### config.mk
export PLATFORM = sky130hd
export DESIGN_NAME = regwr_arbiter
export DESIGN_NICKNAME = d
export VERILOG_FILES = /design/src/rtl/regwr_pkg.sv /design/src/rtl/rr_pick.sv /design/src/rtl/regwr_arbiter.sv
export SDC_FILE = /design/constraint.sdc
export NUM_CORES = 1
export LEC_CHECK = 0
export CORE_MARGIN = 2
export CORE_UTILIZATION = 41
export CTS_CLUSTER_DIAMETER = 60
export DETAILED_ROUTE_END_ITERATION = 12
export PLACE_DENSITY_LB_ADDON = 0.15
export SYNTH_ARGS = -nofsm -noshare
export SYNTH_HDL_FRONTEND = slang
export SYNTH_SLANG_ARGS = --single-unit
export TNS_END_PERCENT = 50
### constraint.sdc
create_clock -name CLK -period 5.5 [get_ports CLK]
set_input_delay 1.1 -clock CLK [delete_from_list [all_inputs] [get_ports CLK]]
set_output_delay 1.1 -clock CLK [all_outputs]
set_load 0.01 [all_outputs]
### src/rtl/regwr_pkg.sv
// Shared defaults and helpers for the register-file write-port arbiter.
package regwr_pkg;

    localparam int NREQ_DEF   = 4;
    localparam int ADDR_W_DEF = 5;
    localparam int DATA_W_DEF = 32;
    localparam int PTR_W_DEF  = $clog2(NREQ_DEF);

    // Base bit offset of requester idx inside a packed per-requester bus.
    function automatic int unsigned slice_base(input int unsigned idx, input int unsigned w);
        return idx * w;
    endfunction

endpackage

### src/rtl/rr_pick.sv
// Combinational round-robin picker: rotate requests by ptr, take the lowest
// set bit, then rotate the winner back to its absolute index.
module rr_pick #(
    parameter int NREQ  = 4,
    parameter int PTR_W = $clog2(NREQ)
) (
    input  logic [NREQ-1:0]  req,
    input  logic [PTR_W-1:0] ptr,
    output logic [NREQ-1:0]  grant,
    output logic [PTR_W-1:0] idx
);

    localparam logic [PTR_W:0] NREQ_W = (PTR_W+1)'(NREQ);

    logic [2*NREQ-1:0] dbl;
    logic [NREQ-1:0]   rot;
    logic [PTR_W-1:0]  off;
    logic [PTR_W:0]    sum;
    logic              found;

    always_comb begin
        dbl   = {req, req} >> ptr;
        rot   = dbl[NREQ-1:0];
        found = 1'b0;
        off   = '0;
        for (int unsigned i = 0; i < NREQ; i++) begin
            if (!found && rot[i]) begin
                found = 1'b1;
                off   = PTR_W'(i);
            end
        end
        // Undo the rotation modulo NREQ (NREQ need not be a power of two).
        sum = {1'b0, off} + {1'b0, ptr};
        if (sum >= NREQ_W) sum = sum - NREQ_W;
        idx   = sum[PTR_W-1:0];
        grant = '0;
        if (found) grant[idx] = 1'b1;
    end

endmodule

### src/rtl/regwr_arbiter.sv
// Round-robin arbiter sharing the register-file write port among NREQ
// requesters, with stall gating and optional address-0 write discard.
module regwr_arbiter
    import regwr_pkg::*;
#(
    parameter int NREQ         = NREQ_DEF,
    parameter int ADDR_W       = ADDR_W_DEF,
    parameter int DATA_W       = DATA_W_DEF,
    parameter int ZERO_DISCARD = 1
) (
    input  logic                     CLK,
    input  logic                     RST,
    input  logic [NREQ-1:0]          req_valid,
    input  logic [NREQ*ADDR_W-1:0]   req_addr,
    input  logic [NREQ*DATA_W-1:0]   req_data,
    output logic [NREQ-1:0]          req_ready,
    input  logic                     stall,
    output logic                     WE,
    output logic [ADDR_W-1:0]        Addr,
    output logic [DATA_W-1:0]        Data,
    output logic [$clog2(NREQ)-1:0]  last_grant
);

    localparam int PTR_W = $clog2(NREQ);
    localparam logic [PTR_W-1:0] LAST_IDX = PTR_W'(NREQ - 1);

    logic [PTR_W-1:0]  ptr;
    logic [PTR_W-1:0]  next_ptr;
    logic [NREQ-1:0]   grant;
    logic [PTR_W-1:0]  pick_idx;
    logic [ADDR_W-1:0] sel_addr;
    logic [DATA_W-1:0] sel_data;
    logic              hs;
    logic              discard;

    rr_pick #(
        .NREQ  (NREQ),
        .PTR_W (PTR_W)
    ) u_pick (
        .req   (req_valid),
        .ptr   (ptr),
        .grant (grant),
        .idx   (pick_idx)
    );

    // Grant is one-hot of a valid requester, so any ready bit is a handshake.
    always_comb begin
        req_ready = stall ? '0 : grant;
        hs        = |req_ready;
        sel_addr  = req_addr[slice_base(32'(pick_idx), ADDR_W) +: ADDR_W];
        sel_data  = req_data[slice_base(32'(pick_idx), DATA_W) +: DATA_W];
        next_ptr  = (pick_idx == LAST_IDX) ? '0 : pick_idx + 1'b1;
        discard   = (ZERO_DISCARD != 0) && (sel_addr == '0);
    end

    always_ff @(posedge CLK or posedge RST) begin
        if (RST) begin
            ptr        <= '0;
            WE         <= 1'b0;
            Addr       <= '0;
            Data       <= '0;
            last_grant <= '0;
        end else begin
            WE <= 1'b0;
            if (hs) begin
                ptr        <= next_ptr;
                last_grant <= pick_idx;
                Addr       <= sel_addr;
                Data       <= sel_data;
                WE         <= !discard;
            end
        end
    end

endmodule

=== Word-level counts from Yosys, hierarchy flattened ===
Cells that the tools add are included.

* $add $sub $neg: 3
* $mul: 1
* Order comparisons: 3
* Eq/ne operators: 1
* Shift-type cells: 3
* Muxes and demuxes: 14
* Reduce and logical (&&, ||, !) cells: 10

{| class="wikitable"
|+ Operators with widths
! cell !! number
|-
| variable part select 128 x 8 -> 32 bit || 1
|-
| variable part select 20 x 6 -> 5 bit || 1
|-
| two-way mux 2 bit || 4
|-
| two-way mux 4 bit || 2
|-
| >> shifter 8 x 2 -> 4 bit || 1
|-
| two-way mux 1 bit || 7
|-
| zero test 5 bit || 1
|-
| multiplier 2 x 3 -> 5 bit (second input constant) || 1
|-
| logical AND 1 bit || 4
|-
| zero test 1 bit || 4
|-
| OR reduction 4 bit || 1
|-
| adder 2 x 2 -> 3 bit || 1
|-
| greater-or-equal comparator 3 bit (second input constant) || 1
|-
| < comparator 2 x 3 -> 1 bit (second input constant) || 1
|-
| adder 2 x 1 -> 2 bit (second input constant) || 1
|-
| demux 1 bit (select 2 bit) || 1
|-
| equality test 2 bit (second input constant) || 1
|-
| greater-or-equal comparator 2 x 1 -> 1 bit (second input constant) || 1
|-
| subtractor 2 x 1 -> 2 bit (second input constant) || 1
|}

* Register bits: 42
* Bits of input ports: 155
* Word-level logic and storage cells: 40

=== Depth between registers and ports, before layout ===
* Depth after elaboration: 22
* Depth in mapped cells: 16
* Gate-level depth less buffers: 14

=== Hierarchy ===
Synthesis repeated with hierarchy kept, for this count alone.

* Cell total of the unflattened synthesis: 182
* Area total of the unflattened synthesis: 2753.9 um^2

{| class="wikitable"
|+ By module, submodules not included
! module !! instances !! cells an instance !! area an instance (um^2) !! seq. area each (um^2)
|-
| regwr_arbiter || 1 || 143 || 2482.4 || 1051.0
|-
| rr_pick || 1 || 39 || 271.5 || 0.0
|}

=== Worst setup path after synthesis ===
Ideal clock, no wire load.

* Path type: input to output
* Start: input port req_valid[0]
* End: output port req_ready[3]
* Arrival: 3.183 ns
* Slack: 1.217 ns
* Stages: 11
* Path buffers: 0
* Cell sequence: inv_1 > o21ai_0 > a21oi_1 > o31a_1 > ha_1 > xnor2_1 > nand4_1 > nand2_1 > inv_1 > ha_1 > and2_1

* Word-level cells in the longest chain between the ends: 20
* Elaborated cells on any way between the ends: 25
* Classes of those cells: add/sub: 2; order compare: 3; shift: 1; mux: 12; reduce/logical: 7

{| class="wikitable"
|+ RTL lines
! item !! RTL line !! RTL
|-
| start: declaration || regwr_arbiter.sv:13 || <nowiki>input logic [NREQ-1:0] req_valid,</nowiki>
|-
| >> shifter 8 x 2 -> 4 bit (*) || rr_pick.sv:22 || <nowiki>dbl = {req, req} >> ptr;</nowiki>
|-
| two-way mux 1 bit || rr_pick.sv:27 || <nowiki>if (!found && rot[i]) begin</nowiki>
|-
| zero test 1 bit || rr_pick.sv:27 ||
|-
| logical AND 1 bit || rr_pick.sv:27 ||
|-
| two-way mux 1 bit || rr_pick.sv:27 ||
|-
| zero test 1 bit || rr_pick.sv:27 ||
|-
| logical AND 1 bit || rr_pick.sv:27 ||
|-
| two-way mux 1 bit || rr_pick.sv:27 ||
|-
| (+4 left out) || -- ||
|-
| greater-or-equal comparator 3 bit or subtractor 2 x 1 -> 2 bit (tied branches) || rr_pick.sv:34 || <nowiki>if (sum >= NREQ_W) sum = sum - NREQ_W;</nowiki>
|-
| two-way mux 2 bit || rr_pick.sv:34 ||
|-
| < comparator 2 x 3 -> 1 bit (implied by the code) or greater-or-equal comparator 2 x 1 -> 1 bit (tied branches) || rr_pick.sv:37 || <nowiki>if (found) grant[idx] = 1'b1;</nowiki>
|-
| logical AND 1 bit (implied by the code) || rr_pick.sv:37 ||
|-
| two-way mux 1 bit (implied by the code) || rr_pick.sv:37 ||
|-
| demux 1 bit (select 2 bit) || -- ||
|-
| two-way mux 4 bit (*) || rr_pick.sv:37 ||
|-
| two-way mux 4 bit (*) || regwr_arbiter.sv:48 || <nowiki>req_ready = stall ? '0 : grant;</nowiki>
|-
| end: declaration || regwr_arbiter.sv:16 || <nowiki>output logic [NREQ-1:0] req_ready,</nowiki>
|}

Every way passes the cells marked *; elsewhere a longest branch is shown, timed or not.

=== Final worst setup path ===
Same ends and word-level chain as after synthesis.

==> metrics.log <==
[metrics] sequential cell area fraction in the yosys report: 32.26%
[metrics] layout overhead on the synthesized area: 60.71%
[metrics] ratio of cells with drive above 1 in the final layout: 6.836%
[metrics] critical path data required time: 4.40 ns
[metrics] highest-delay cell along the critical path: sky130_fd_sc_hd__clkdlybuf4s50_1
[metrics] buffer cell driving the clock tree root: sky130_fd_sc_hd__clkbuf_8
[metrics] Max Clock Freq: 190.6 MHz
[metrics] number of flip-flops and latches in the synthesized netlist: 42
[metrics] net switching power: 1.550 mW
[metrics] area share of and/or/nand/nor cells after synthesis: 13.59%
[metrics] clock input transition at the sequential cells of the worst setup and hold paths: 0.08 ns
[metrics] worst min-delay path class: reg2reg
[metrics] primary flip-flop cell chosen by synthesis mapping: sky130_fd_sc_hd__dfrtp_1
[metrics] outcome: complete, no violations
[metrics] Initial DRC Count: 172
[metrics] element type at the critical path start: input port
[metrics] synthesized instance count: 331
[metrics] period utilization: 95.41%
[metrics] area of the core region: 0.007727 mm2
[metrics] die outline area: 0.008676 mm2
[metrics] net count after synthesis: 488
[metrics] buffers from clock root to sink, at most: 2
[metrics] buffers inserted during post-CTS setup optimization: 0
[metrics] final setup violation count: 0
[metrics] combinational share of power: 76.1%
[metrics] first-pass GRT wire length: 17.81 mm
[metrics] Final Hold Vio Count: 0
[metrics] number of flops mapped to enable cells by yosys: 0
[metrics] post-synthesis cell type count: 52
[metrics] cell-by-cell trace of the critical path: clkdlybuf4s50_1 -> inv_1 -> o21ai_0 -> a21oi_1 -> o31a_1 -> ha_4 -> xor2_1 -> o31ai_4 -> nand2_1 -> inv_1 -> ha_1 -> and2_1 -> clkdlybuf4s50_1
[metrics] net count reported at finish: 668
[metrics] mux cell area share after synthesis: 12.67%
[metrics] pin count of the biggest net entering global routing: 45
[metrics] CTS resizes: 0
[metrics] height of the chip: 93.15 um
[metrics] number of buffers added by the clock tree synthesis step: 5
[metrics] gp weighted congestion: 0.8225
[metrics] main combinational cell family by area after synthesis: compound AO/OA/AOI/OAI gates
[metrics] number of warnings issued by yosys: 0
[metrics] Largest delay share family, worst path: buffers and inverters
[metrics] Maximum Capacitance Violations: 0
[metrics] total routing resource utilization after global routing: 25.69%
[metrics] netlist area before placement: 0.003258 mm2
[metrics] number of DRC violations after detailed routing: 0
[metrics] Max VDD drop: 0.3805 mV
[metrics] switching share of power: 45.88%
[metrics] Sequential Power Share: 17.6%
[metrics] WP data arrival: 4.15 ns
[metrics] overall power consumption: 3.379 mW
[metrics] Place WS: 0.2574 ns
[metrics] crit-path max cell delay: 0.56 ns
[metrics] worst setup path class: in2out
[metrics] starting utilization of the core area: 42.16%
[metrics] share of synthesized flip-flops with an asynchronous set or reset: 100.0%
[metrics] antenna diode count: 0
[metrics] commonest cells after routing, fill and taps aside: 198 x sky130_fd_sc_hd__clkdlybuf4s50_1, 42 x sky130_fd_sc_hd__dfrtp_1, 39 x sky130_fd_sc_hd__mux2i_1
[metrics] clock tree from TritonCTS: built
[metrics] per-cell via count in the routed design: 5.741
[metrics] Clock power frac: 6.3%
[metrics] Routed WL: 11.47 mm
[metrics] average size of a mapped cell: 9.843 um2
[metrics] final setup skew: 0.003710 ns
[metrics] total I/O pin count: 199
[metrics] Compound-Gate Fraction of Synth Area: 29.69%
[metrics] number of buffer and inverter instances along the worst setup path: 4
[metrics] clock latency on the worst-skew pair: 0.29 ns
[metrics] Max FO, Critical Path: 6
[metrics] PD cells: 645.3 mW/mm2
[metrics] number of H-tree branching levels: 2
[metrics] static leakage power: 1.996 nW
[metrics] Die W: 93.15 um
[metrics] commonest non-fill, non-tap cell in the layout: sky130_fd_sc_hd__clkdlybuf4s50_1
[metrics] setup repair after global routing missed its margin: no
[metrics] cell-internal power: 1.829 mW
[metrics] measured slew at the worst slew-check pin: 1.149 ns
[metrics] final critical delay including setup and external delays: 5.247 ns
[metrics] post-synthesis share of cell area spent on full adders, half adders and majority gates: 0.7680%
[metrics] average detailed-routed wire length per instance: 18.68 um
[metrics] hold buffers post-CTS: 0
[metrics] DR pass1 iterations: 4
[metrics] post-route worst setup slack: 0.2527 ns
[metrics] via count of the routed design: 3525
[metrics] Pins Over Slew Limit: 0
[metrics] floorplan row count: 32
[metrics] setup tns final: 0 ns
[metrics] remaining global-route overflow: 0
[metrics] Critical Path End Type: output port
[metrics] relative slew slack: 23.42%
[metrics] vias in the first global route: 3561
[metrics] count of port buffers added during placement: 198
[metrics] antenna violations before repair: 0
[metrics] post-DP HPWL: 8.315 mm
[metrics] Detail Route Antenna Nets: 0
[metrics] clk sink count: 42
[metrics] Synth Area in XOR/XNOR: 0.5376%
[logic make-up (layout without fill, tap and decap cells)]
logic type               after synthesis  count (layout)
AND/OR/NAND/NOR                       76              76
XOR/XNOR                               2               2
AO/OA/AOI/OAI                        128             128
buffers and inverters                 40             221
adder cells (fa/ha/maj)                2               2
flip-flops                            42              42
multiplexers                          41              41
[cell type report]
cell class,count,area [um2]
multi-input combinational,249,1887
clock inverter,2,12.51
tap,102,127.6
clock buffer,6,82.58
fill,629,2491
sequential,42,1051
timing repair buffer,208,2057
inverter,5,18.77
[final timing paths]
kind	from	slack [ns]	cells after the start	to
max reg2reg	ptr[1]	1.68	13	ptr[1]
max in group asynchronous	RST	3.61	2	Data[29]
max	req_valid[0]	0.25	13	req_ready[3]
min reg2reg	last_grant[0]	0.50	1	last_grant[0]
min in group asynchronous	RST	1.32	2	Data[11]
min	last_grant[0]	0.50	1	last_grant[0]
[sequential cells by signal, summed over array words and instances, names as in the netlist]
signal      count
last_grant      2
WE              1
Addr            5
Data           32
ptr             2
[Yosys cell counts (all sizes together), types with 2 or more instances]
cell	count	area share [%]
dfrtp	42	32
inv	5	0.58
o22ai	35	6.7
clkbuf	11	2.5
nor4	3	1.0
o21ai	6	0.92
mux2i	39	12
nor3b	3	0.84
o21a	3	1.0
a2bb2oi	2	0.54
and2b	2	0.54
a21oi	36	5.5
nand4	6	1.3
a31oi	2	1.0
nand2	7	0.81
nor2	5	0.58
ha	2	0.77
or3	2	0.38
o31ai	3	1.5
dlygate4sd1	6	1.6
o221ai	2	0.54
and3b	2	0.58
or4	2	0.46
nor3	38	5.8
buf	18	5.8
mux2	2	0.69
o32a	34	10
[metrics by stage]
step	std cells	utilization [%]	hold slack (ns)	cell area, um2
CTS	614	67.76	0.5020	5236
finish	614	67.76	0.4986	5236
detailed placement	606	66.53	0.4825	5141
global route	614	67.76	0.5141	5236
global placement	606	66.53	0.4718	5141
floorplan	331	-	0.5288	3258
[power by group through the flow]
stage               logic (mW)  clock network [mW]  registers [mW]
finish                    2.57               0.214           0.593
global route              2.79               0.236           0.611
CTS                       2.59               0.218           0.592
detailed placement        2.58                   0           0.596
global placement          2.53                   0           0.589
floorplan                 1.79                   0           0.642
[metal layers]
metal | vias up | track usage [%] | share of wire (%)
met1 | 1682 | 30.95 | 40
met3 | 8 | 7.172 | 8.6
li1 | 1686 | - | -
met2 | 149 | 45.35 | 50
met5 | - | 0 | 0
met4 | 0 | 6.250 | 1.1
No activity file was read; power rests on OpenSTA's default activity.
